`src/rtl/alu_result_fifo.sv`:
```
// Result FIFO between the combinational ALU and its consumer: stores {cout, overflow, zero, result}.
// Optional sticky overflow/carry status is compiled in when ALU_STICKY_FLAGS_EN is defined.
module alu_result_fifo #(
    parameter int WIDTH = 32,
    parameter int DEPTH = 4,
    parameter int AW    = 2
) (
    input  logic             clk,
    input  logic             reset,
    input  logic             in_valid,
    output logic             in_ready,
    input  logic [WIDTH-1:0] in_result,
    input  logic             in_zero,
    input  logic             in_overflow,
    input  logic             in_cout,
    output logic             out_valid,
    input  logic             out_ready,
    output logic [WIDTH-1:0] out_result,
    output logic             out_zero,
    output logic             out_overflow,
    output logic             out_cout,
    output logic [AW:0]      count,
`ifdef ALU_STICKY_FLAGS_EN
    input  logic             sticky_clear,
    output logic             sticky_ovf,
    output logic             sticky_cout,
`endif
    output logic [7:0]       drop_count
);

    localparam int EW = WIDTH + 3;
    localparam logic [AW:0] DEPTH_CNT = (AW+1)'(DEPTH);

    logic [EW-1:0] mem_q [DEPTH];
    logic [AW-1:0] wr_ptr_q, wr_ptr_d;
    logic [AW-1:0] rd_ptr_q, rd_ptr_d;
    logic [AW:0]   count_q, count_d;
    logic [7:0]    drop_q, drop_d;
    logic          full, empty, push, pop;
    logic [EW-1:0] head;

    // Handshake: a transfer happens on a port in any cycle where valid and ready are both high;
    // ready never depends on valid on the same port, and in_ready ignores out_ready (no full-bypass).
    always_comb begin
        full     = (count_q == DEPTH_CNT);
        empty    = (count_q == '0);
        push     = in_valid && !full;
        pop      = !empty && out_ready;
        wr_ptr_d = push ? wr_ptr_q + 1'b1 : wr_ptr_q;
        rd_ptr_d = pop  ? rd_ptr_q + 1'b1 : rd_ptr_q;
        count_d  = count_q + (AW+1)'(push) - (AW+1)'(pop);
        drop_d   = drop_q;
        if (in_valid && full && drop_q != 8'hFF) begin
            drop_d = drop_q + 8'd1;
        end
    end

    always_ff @(posedge clk) begin
        if (reset) begin
            wr_ptr_q <= '0;
            rd_ptr_q <= '0;
            count_q  <= '0;
            drop_q   <= '0;
        end else begin
            wr_ptr_q <= wr_ptr_d;
            rd_ptr_q <= rd_ptr_d;
            count_q  <= count_d;
            drop_q   <= drop_d;
        end
    end

    // Storage is not reset; only the pointers define which entries are live.
    always_ff @(posedge clk) begin
        if (!reset && push) begin
            mem_q[wr_ptr_q] <= {in_cout, in_overflow, in_zero, in_result};
        end
    end

    always_comb begin
        head         = mem_q[rd_ptr_q];
        in_ready     = !full;
        out_valid    = !empty;
        out_result   = empty ? '0   : head[WIDTH-1:0];
        out_zero     = empty ? 1'b0 : head[WIDTH];
        out_overflow = empty ? 1'b0 : head[WIDTH+1];
        out_cout     = empty ? 1'b0 : head[WIDTH+2];
        count        = count_q;
        drop_count   = drop_q;
    end

`ifdef ALU_STICKY_FLAGS_EN
    logic sticky_ovf_q, sticky_ovf_d;
    logic sticky_cout_q, sticky_cout_d;

    // A set in the same cycle as a clear wins; dropped results never reach here since push is gated.
    always_comb begin
        sticky_ovf_d  = sticky_clear ? 1'b0 : sticky_ovf_q;
        sticky_cout_d = sticky_clear ? 1'b0 : sticky_cout_q;
        if (push && in_overflow) sticky_ovf_d  = 1'b1;
        if (push && in_cout)     sticky_cout_d = 1'b1;
    end

    always_ff @(posedge clk) begin
        if (reset) begin
            sticky_ovf_q  <= 1'b0;
            sticky_cout_q <= 1'b0;
        end else begin
            sticky_ovf_q  <= sticky_ovf_d;
            sticky_cout_q <= sticky_cout_d;
        end
    end

    assign sticky_ovf  = sticky_ovf_q;
    assign sticky_cout = sticky_cout_q;
`endif

endmodule

```
`config.mk`:
```
export PLATFORM = sky130hd
export DESIGN_NAME = alu_result_fifo
export DESIGN_NICKNAME = d
export VERILOG_FILES = /design/src/rtl/alu_result_fifo.sv
export SDC_FILE = /design/constraint.sdc
export NUM_CORES = 1
export LEC_CHECK = 0
export ABC_CLOCK_PERIOD_IN_PS = 2420
export BUFFER_PORTS_ARGS = -buffer_cell sky130_fd_sc_hd__buf_2
export CORE_ASPECT_RATIO = 0.9
export CORE_MARGIN = 1
export CORE_UTILIZATION = 57
export DETAILED_ROUTE_END_ITERATION = 8
export PLACE_DENSITY_LB_ADDON = 0.05
export REMOVE_ABC_BUFFERS = 1
export SYNTH_ARGS = -nofsm -noshare
export SYNTH_HDL_FRONTEND = slang
export SYNTH_SLANG_ARGS = --single-unit
export TNS_END_PERCENT = 30
```
`constraint.sdc`:
```
create_clock -name clk -period 2.42 [get_ports clk]
set_clock_uncertainty 0.05 [all_clocks]
set_input_delay 0.363 -clock clk [delete_from_list [all_inputs] [get_ports clk]]
set_output_delay 0.363 -clock clk [all_outputs]
set_load 0.03 [all_outputs]
```
== Yosys cells after proc, flatten, opt, wreduce, memory -nomap -nowiden ==
Memory sizes are Yosys's and may differ from the RTL's. A register that Yosys moved wholly into a read port is not among the register bits.
Cells that the tools add are included.

* Register bits: 15
* Memory bits (writable): 140
* Logic and storage cells: 29
* Memories: 1

{| class="wikitable"
|+ Memories
! name !! depth !! bits a word !! rd ports !! clocked after Yosys merged registers in !! write ports !! line !! RTL
|-
| mem_q || 4 || 35 || 1 || 1 || 1 || 34 || <nowiki>logic [EW-1:0] mem_q [DEPTH];</nowiki>
|}

* $add $sub $neg: 5
* Equality and inequality tests: 2
* Mux-type cells: 8
* Reductions and logical operators: 9

{| class="wikitable"
|+ Operators by type and width
! kind !! number
|-
| 32-bit two-way mux || 1
|-
| 8-bit by 1-bit adder with 8-bit output (second input constant) || 1
|-
| 8-bit inequality test (second input constant) || 1
|-
| 1-bit logical AND || 5
|-
| 1-bit two-way mux || 5
|-
| 2-bit by 1-bit adder with 2-bit output (second input constant) || 2
|-
| 2-bit two-way mux || 2
|-
| 3-bit by 1-bit adder with 3-bit output || 1
|-
| 3-bit equality test (second input constant) || 1
|-
| 1-bit zero test || 3
|-
| 3-bit zero test || 1
|-
| 3-bit by 1-bit subtractor with 3-bit output || 1
|}

== Logic depth before layout (Yosys ltp) ==
Gate-level depths: netlist of run 1.

* Word-level depth: 6
* Gate-level depth with buffers: 11

== Least setup slack after synthesis of run 1 ==
OpenSTA, ideal clock, no wires.

* Path type: reg-to-reg
* Start: register count_q[1] (netlist: count[1])
* End: register count_q[2] (netlist: count[2])
* Setup time: 128 ps
* Arrival: 2267 ps
* Setup slack: -24 ps
* Cell stages (with the launch flop): 12
* Path buffers: 1
* Period minus slack after synthesis: 2444 ps
* Path through: dfxtp_1 -> buf_2 -> nor3b_4 -> inv_2 -> nand2_1 -> ha_1 -> inv_1 -> ha_1 -> fa_1 -> xnor2_1 -> xnor2_1 -> nor2_1

* Word-level cells in the longest chain between the ends: 5

{| class="wikitable"
|+ RTL lines
! what !! line !! RTL
|-
| start, declared || 37 || <nowiki>logic [AW:0] count_q, count_d;</nowiki>
|-
| start signal, assigned || 67 || <nowiki>count_q <= count_d;</nowiki>
|-
| 3-bit equality test || 45 || <nowiki>full = (count_q == DEPTH_CNT);</nowiki>
|-
| 1-bit zero test || -- ||
|-
| via in_ready || 11 || <nowiki>output logic in_ready,</nowiki>
|-
| 1-bit logical AND || 47 || <nowiki>push = in_valid && !full;</nowiki>
|-
| 3-bit by 1-bit adder with 3-bit output || 51 || <nowiki>count_d = count_q + (AW+1)'(push) - (AW+1)'(pop);</nowiki>
|-
| 3-bit by 1-bit subtractor with 3-bit output || 51 ||
|}

The timed path passes the listed nets, and every way through them passes these cells.
A chain may end at the register's enable or synchronous reset.

==> flow_summary_export.csv, run 1 <==
group,metric,value,unit
worst_setup_path,critical_path.n_buffers_inverters,2,
power_and_ir_drop,p_clk_frac,0.338,
worst_setup_path,worstSetupPathType,"flip-flop to output pin",
clock_network,cts_tree,"yes",
route,final_wl,11200,um
placement,place_hpwl,6700,um
layout,area_used_by_sequential_logic_in_the_layout,0.00455,mm^2
power_and_ir_drop,p_sw_frac,0.297,
power_and_ir_drop,vdd.ir_drop.worst,0.923,mV
clock_network,numClockSinks,157,
outcome,failed_checks,"DRC",
layout,layout.cell_area.non_filler,0.00769,mm^2
timing,fmax,437,MHz
clock_network,maximum_level_of_the_cts_h_tree,4,
placement,placement.cell_area,0.00696,mm^2
global_route,initial_antenna_violation_count,2,
global_route,grt_first_pass_wirelength,17400,um
layout,syn2layout_area_growth,23.3,%
route,drc_errors,3,
worst_setup_path,cp_data_arrival_time,1.88,ns
timing,slew_of_the_pin_with_the_lowest_slew_margin,0.538,ns
logic_synthesis,synth_ff_type,"sky130_fd_sc_hd__edfxtp_1",
power_and_ir_drop,post_route_total_power,8.73,mW
placement,globalplace.congestion,0.778,
worst_hold_path,hold_path_startpoint,"in_result[24]",
placement,dpl.cell_count,538,
layout,design.final.nets,479,
floorplanning,core_region_area,0.0104,mm^2
worst_hold_path,whs_endpoint,"mem_q[1][24]",
route,detailroute.via_count,3212,
clock_network,cts_buffers,17,
timing,rsz_0062_raised_after_global_routing,"false",
logic_synthesis,yosys.cell_types.count,39,
timing,report.final.hold_viol_count,0,
logic_synthesis,synth-async-reset-ratio,0,
floorplanning,std_cell_rows,35,
worst_setup_path,r2r-end,"count[2]",
logic_synthesis,area_of_the_mapped_netlist,0.00624,mm^2
route,routed_via_density,5.60,
floorplanning,die_area,0.0114,mm^2
worst_setup_path,worst_setup_path_start_kind,"flip-flop",
layout,multi_input_comb_area,0.00160,mm^2
worst_setup_path,timing.critical_path.fanout_max,7,
logic_synthesis,synth.yosys.seq_area_share,0.728,
worst_setup_path,regToRegStartpoint,"count[0]",
logic_synthesis,post-synth-top-area-fraction,0.674,
clock_network,clock_insertion_delay_worst_skew,0.41,ns
worst_setup_path,crit_family,"multiplexers",
worst_setup_path,worst_path_largest_cell_delay,0.51,ns
route,route.detailed.wl_per_inst,19.5,um
clock_network,postCtsHoldBufs,0,
power_and_ir_drop,power_density,1140,mW/mm^2
global_route,groute.usage.overall,0.213,
floorplanning,initial_utilization,0.599,
clock_network,clockRootBuffer,"sky130_fd_sc_hd__clkbuf_16",
logic_synthesis,synthTopCellsByCount,"sky130_fd_sc_hd__edfxtp_1, sky130_fd_sc_hd__mux4_2, sky130_fd_sc_hd__nor2b_1",
worst_hold_path,hp-class,"primary input to flip-flop",
power_and_ir_drop,intPower,6.14,mW
logic_synthesis,postSynthAreaPerCell,19.3,um^2
run,max-cap-violations,0,
route,detail_route.first_pass.iterations,7,
global_route,overflow_after_grt,0,
worst_hold_path,worst_hold_path.num_cells,1,
logic_synthesis,yosys_warnings,0,
worst_setup_path,worstPathCellList,"buf_6, mux4_2, nor2b_1, buf_2",
layout,final_non_filler_cell_total,574,
worst_setup_path,worst-endpoint-required,2.01,ns
layout,layout.filler_cells,632,
layout,antenna_cells,0,
global_route,grt_pass1_vias,3267,
timing,worst_case_headroom_to_the_max_slew_limit,0.637,
logic_synthesis,post_synth_edffs,140,
timing,post-route-period-util,0.946,
worst_setup_path,regToRegSetupSlack,0.16,ns
outcome,run_status,"complete, but fails checks",
worst_setup_path,crit_slowest_cell,"sky130_fd_sc_hd__mux4_2",
worst_setup_path,cp-end-kind,"output pin",
layout,post_route_cells_drive_above_1_share,0.413,
clock_network,clk_pin_slew_worst_paths,0.06,ns
logic_synthesis,netlist.top_cell.by_area,"sky130_fd_sc_hd__edfxtp_1",
floorplanning,design.portCount,87,
floorplanning,die_x,112,um
timing,layout_min_cycle_time,2.29,ns
global_route,grt_start_max_net_pins,37,
timing,setup_viol_count_final,0,
power_and_ir_drop,power.combinational.fraction,0.290,
worst_setup_path,ff2ff_path_depth,10,
logic_synthesis,yosys.cell_count.top_type,"sky130_fd_sc_hd__edfxtp_1",
power_and_ir_drop,leakagePower,2.77,nW
logic_synthesis,synth_seq_cells,157,
power_and_ir_drop,power.share.sequential,0.372,
power_and_ir_drop,net-switching-power,2.59,mW
timing,finalMaxSlewViolations,0,
logic_synthesis,mapped_cells,323,
placement,numPortBuffers,86,
clock_network,cts_max_path_buffers,2,
route,drt_iter0_drc,181,
floorplanning,die_h,101,um
logic_synthesis,synth.area.top_cells,"sky130_fd_sc_hd__edfxtp_1, sky130_fd_sc_hd__mux4_2, sky130_fd_sc_hd__dfxtp_1, sky130_fd_sc_hd__nor2b_1, sky130_fd_sc_hd__ha_1",
route,antenna_violating_nets_post_route,0,
flip-flops by register name, indices dropped and copies added, names as in the netlist, named ones only:
register    count
count           3
drop_count      8
mem_q         140
rd_ptr_q        2
wr_ptr_q        2
power groups by stage:
stage	Combinational [mW]	Sequential [mW]	Clock (mW)
after floorplan	1.55	3.42	0
after global placement	2.44	3.29	0
after detailed placement	2.46	3.31	0
after CTS	2.47	3.26	3.01
after global routing	2.71	3.27	3.12
final	2.53	3.25	2.96
worst max-delay path by stage:
stage | startpoint | to | slack, ns | cells past startpoint
floorplan | flip-flop | out_cout | -0.46 | 2
global placement | count[0] | count[2] | 0.21 | 9
detailed placement | count[0] | count[2] | 0.12 | 9
CTS | flip-flop | out_result[29] | 0.02 | 4
global route | count[0] | count[2] | 0.01 | 10
finish | flip-flop | out_result[31] | 0.13 | 4
layout make-up:
type / count / share of cell area
Tap cell: 129 / 0.0210
Multi-Input combinational cell: 143 / 0.208
Sequential cell: 157 / 0.592
Timing Repair Buffer: 104 / 0.0882
Clock inverter: 11 / 0.0278
Clock buffer: 21 / 0.0586
Inverter: 9 / 0.00439
kinds of logic after synthesis:
kind of cell / Yosys count / share of synthesized area
AND/OR/NAND/NOR: 75 / 0.0754
XOR/XNOR: 4 / 0.00562
AO/OA/AOI/OAI: 17 / 0.0223
buffers and inverters: 23 / 0.0176
adder cells (fa/ha/maj): 8 / 0.0172
multiplexers: 39 / 0.133
flip-flops: 157 / 0.728
cell usage in the layout, fill, tap and decap left out, types with 3 or more instances in the layout:
| master | n |
|---|---|
| sky130_fd_sc_hd__a21oi_1 | 4 |
| sky130_fd_sc_hd__dfxtp_2 | 3 |
| sky130_fd_sc_hd__buf_12 | 7 |
| sky130_fd_sc_hd__bufinv_16 | 6 |
| sky130_fd_sc_hd__and2_2 | 4 |
| sky130_fd_sc_hd__and3_1 | 4 |
| sky130_fd_sc_hd__nand2_1 | 4 |
| sky130_fd_sc_hd__clkbuf_16 | 18 |
| sky130_fd_sc_hd__buf_4 | 8 |
| sky130_fd_sc_hd__nor2b_1 | 34 |
| sky130_fd_sc_hd__ha_1 | 7 |
| sky130_fd_sc_hd__mux4_2 | 35 |
| sky130_fd_sc_hd__dfxtp_1 | 13 |
| sky130_fd_sc_hd__a311oi_1 | 3 |
| sky130_fd_sc_hd__nor2_1 | 9 |
| sky130_fd_sc_hd__inv_1 | 8 |
| sky130_fd_sc_hd__buf_2 | 86 |
| sky130_fd_sc_hd__and2b_1 | 8 |
| sky130_fd_sc_hd__nand3_1 | 4 |
| sky130_fd_sc_hd__clkbuf_1 | 3 |
| sky130_fd_sc_hd__edfxtp_1 | 140 |
worst register-to-register path: stages, from the launching register on:
cell,delay [ns]
sky130_fd_sc_hd__dfxtp_1,0.55
sky130_fd_sc_hd__nor3b_4,0.11
sky130_fd_sc_hd__inv_2,0.13
sky130_fd_sc_hd__nand2_1,0.07
sky130_fd_sc_hd__ha_1,0.27
sky130_fd_sc_hd__inv_1,0.04
sky130_fd_sc_hd__ha_1,0.18
sky130_fd_sc_hd__fa_1,0.38
sky130_fd_sc_hd__xnor2_1,0.18
sky130_fd_sc_hd__xnor2_1,0.14
sky130_fd_sc_hd__nor2_1,0.05
stage by stage:
step	hold WS [ns]	setup TNS, ns	setup WS, ns	util
2_1_floorplan	0.382	-16.23	-0.464	-
3_3_place_gp	0.456	0	0.208	0.668
3_5_place_dp	0.461	0	0.119	0.668
4_1_cts	0.0901	0	0.0166	0.732
5_1_grt	0.0927	0	0.0148	0.738
6_report	0.113	0	0.130	0.738
per-layer routing:
metal | vias to the layer above | wire [um] | GRT usage
met4 | 4 | 107 | 0.0800
met5 | - | 22 | 0
li1 | 1496 | - | -
met3 | 12 | 649 | 0.0652
met2 | 85 | 5630 | 0.343
met1 | 1615 | 4800 | 0.280
timing repair:
| item | 4_1_cts | 5_1_grt |
|---|---|---|
| setup endpoints to repair | 30 | 23 |
| gates cloned | 0 | 1 |
| buffers inserted | 0 | 3 |
| resized for setup | 2 | 4 |
Power figures use the tool's default switching activity.
==> inputs of run 2 (changes only) <==
--- a/config.mk
+++ b/config.mk
@@ -7,9 +7,11 @@
 export LEC_CHECK = 0
 export ABC_CLOCK_PERIOD_IN_PS = 2420
 export BUFFER_PORTS_ARGS = -buffer_cell sky130_fd_sc_hd__buf_2
+export CELL_PAD_IN_SITES_DETAIL_PLACEMENT = 1
+export CELL_PAD_IN_SITES_GLOBAL_PLACEMENT = 2
 export CORE_ASPECT_RATIO = 0.9
 export CORE_MARGIN = 1
-export CORE_UTILIZATION = 57
+export CORE_UTILIZATION = 43
 export DETAILED_ROUTE_END_ITERATION = 8
 export PLACE_DENSITY_LB_ADDON = 0.05
 export REMOVE_ABC_BUFFERS = 1
==> run 2 against run 1 <==
Effect of this change:
- the flow now finishes without violations
- sequential share of layout area increased by 0.33 points
- cell count rose by 10%
- first-iteration DRC count rose by 15%
- design area fell by 0.50%
- highest routed layer is now met4
==> flow_summary_export.csv, run 2 (synthesis results as in run 1) <==
group,metric,value,unit
worst_hold_path,worst_hold_path.num_cells,1,
timing,slew_of_the_pin_with_the_lowest_slew_margin,0.488,ns
placement,place_hpwl,7500,um
worst_setup_path,timing.critical_path.fanout_max,16,
placement,placement.cell_area,0.00706,mm^2
power_and_ir_drop,power.combinational.fraction,0.294,
route,route.detailed.wl_per_inst,18.7,um
route,drc_errors,0,
worst_setup_path,cp_data_arrival_time,1.90,ns
worst_setup_path,path_depth,4,
route,detailroute.via_count,3145,
floorplanning,core_region_area,0.0141,mm^2
floorplanning,die_area,0.0150,mm^2
worst_setup_path,cp-end-kind,"output pin",
worst_setup_path,ff2ff_path_depth,9,
worst_setup_path,crit_family,"multiplexers",
floorplanning,die_x,129,um
worst_hold_path,hp-class,"primary input to flip-flop",
layout,final_core_utilization,0.542,
layout,layout.cell_area.non_filler,0.00765,mm^2
placement,globalplace.congestion,0.742,
layout,final_non_filler_cell_total,633,
clock_network,cts_max_path_buffers,2,
power_and_ir_drop,p_clk_frac,0.314,
timing,rsz_0062_raised_after_global_routing,"false",
timing,fmax,432,MHz
global_route,overflow_after_grt,0,
timing,setup_viol_count_final,0,
timing,layout_min_cycle_time,2.31,ns
floorplanning,die_h,116,um
layout,registers.top_by_ff_count,"mem_q",
timing,finalMaxSlewViolations,0,
worst_setup_path,worst_path_largest_cell_delay,0.50,ns
global_route,grt_start_max_net_pins,37,
power_and_ir_drop,power_density,1090,mW/mm^2
worst_setup_path,worst_setup_path_start_kind,"flip-flop",
power_and_ir_drop,power.share.sequential,0.392,
clock_network,cts_buffers,17,
global_route,grt_pass1_vias,3334,
route,detail_route.first_pass.iterations,7,
clock_network,postCtsHoldBufs,0,
outcome,run_status,"completed",
floorplanning,std_cell_rows,41,
power_and_ir_drop,intPower,5.74,mW
timing,post-route-period-util,0.956,
worst_setup_path,crit_slowest_cell,"sky130_fd_sc_hd__mux4_2",
floorplanning,design.portCount,87,
route,final_wl,11800,um
worst_setup_path,worstPathCellList,"buf_12, mux4_2, and2b_1, buf_2",
layout,layout_common_cells,"sky130_fd_sc_hd__edfxtp_1, sky130_fd_sc_hd__buf_2, sky130_fd_sc_hd__mux4_2",
global_route,initial_antenna_violation_count,0,
timing,report.final.hold_viol_count,0,
layout,layout.cells.most_common,"sky130_fd_sc_hd__edfxtp_1",
clock_network,numClockSinks,157,
layout,largest_register_ffs,140,
worst_setup_path,critical_path.n_buffers_inverters,2,
layout,post_route_cells_drive_above_1_share,0.407,
route,routed_via_density,4.97,
clock_network,clock_insertion_delay_worst_skew,0.42,ns
clock_network,cts_tree,"yes",
worst_setup_path,worstSetupPathType,"flip-flop to output pin",
run,max-cap-violations,0,
layout,antenna_cells,0,
clock_network,maximum_level_of_the_cts_h_tree,4,
clock_network,clockRootBuffer,"sky130_fd_sc_hd__clkbuf_16",
route,antenna_violating_nets_post_route,0,
floorplanning,initial_utilization,0.442,
power_and_ir_drop,leakagePower,2.71,nW
layout,design.final.nets,476,
global_route,grt_first_pass_wirelength,18500,um
clock_network,clk_pin_slew_worst_paths,0.06,ns
timing,worst_case_headroom_to_the_max_slew_limit,0.670,
route,drt_iter0_drc,209,
power_and_ir_drop,net-switching-power,2.58,mW
placement,numPortBuffers,86,
power_and_ir_drop,p_sw_frac,0.310,
global_route,groute.usage.overall,0.175,
worst_setup_path,worst-endpoint-required,2.01,ns
power_and_ir_drop,vdd.ir_drop.worst,0.595,mV
placement,dpl.cell_count,603,
layout,syn2layout_area_growth,22.6,%
-- run 2: cell types whose count changed in the layout (fill, tap and decap cells not counted) --
cell                        change
sky130_fd_sc_hd__bufinv_16      -3
sky130_fd_sc_hd__buf_6          -2
sky130_fd_sc_hd__buf_12         +1
sky130_fd_sc_hd__buf_4          -1
sky130_fd_sc_hd__clkbuf_1       -1
sky130_fd_sc_hd__clkbuf_16      -1
sky130_fd_sc_hd__clkbuf_8       -1
sky130_fd_sc_hd__clkinv_1       +1
sky130_fd_sc_hd__clkinv_4       +1
sky130_fd_sc_hd__dfxtp_2        -1
sky130_fd_sc_hd__dfxtp_4        +1
sky130_fd_sc_hd__inv_6          +1
-- run 2: cell type report --
cell class	instances	area, um^2
clock inverter	11	145
timing repair buffer	101	643
tap	193	241
multi-input combinational	143	1600
inverter	9	33.8
sequential	157	4550
fill	1315	6460
clock buffer	19	433
-- run 2: path summary, 6_finish.rpt --
check	endpoint	from	slack, ns
worst min-delay path	mem_q[3][1]	in_result[1]	0.11
worst min register to register	drop_count[1]	drop_count[1]	0.48
worst max register to register	count[2]	count[2]	0.26
worst max-delay path	out_result[12]	flip-flop	0.11
-- run 2: timing repair --
item / 4_1_cts / 5_1_grt
setup buffers: 0 / 0
endpoints found under the setup margin: 1 / 2
gates resized for setup: 1 / 4
-- run 2: per-layer routing --
metal / vias up / track usage / part of all wire
met2: 69 / 0.283 / 0.50
met4: 0 / 0.0675 / 0.012
met5: - / 0 / 0
met3: 12 / 0.0513 / 0.042
met1: 1583 / 0.224 / 0.45
li1: 1481 / - / -
-- run 2: power by group through the flow --
stage                     clock (mW)  combinational [mW]  sequential, mW
after CTS                       2.70                2.51            3.26
after floorplan                    0                1.55            3.42
after detailed placement           0                2.50            3.31
after global routing            2.77                2.65            3.28
after global placement             0                2.49            3.30
final                           2.61                2.45            3.26
-- run 2: stage by stage --
stage | setup slack (ns) | TNS, ns | hold slack, ns | power, mW
floorplan | -0.464 | -16.23 | 0.382 | 4.97
global placement | 0.185 | 0 | 0.457 | 5.79
detailed placement | 0.135 | 0 | 0.474 | 5.82
CTS | 0.0383 | 0 | 0.0765 | 8.46
global route | 0.0103 | 0 | 0.0915 | 8.71
finish | 0.107 | 0 | 0.106 | 8.32
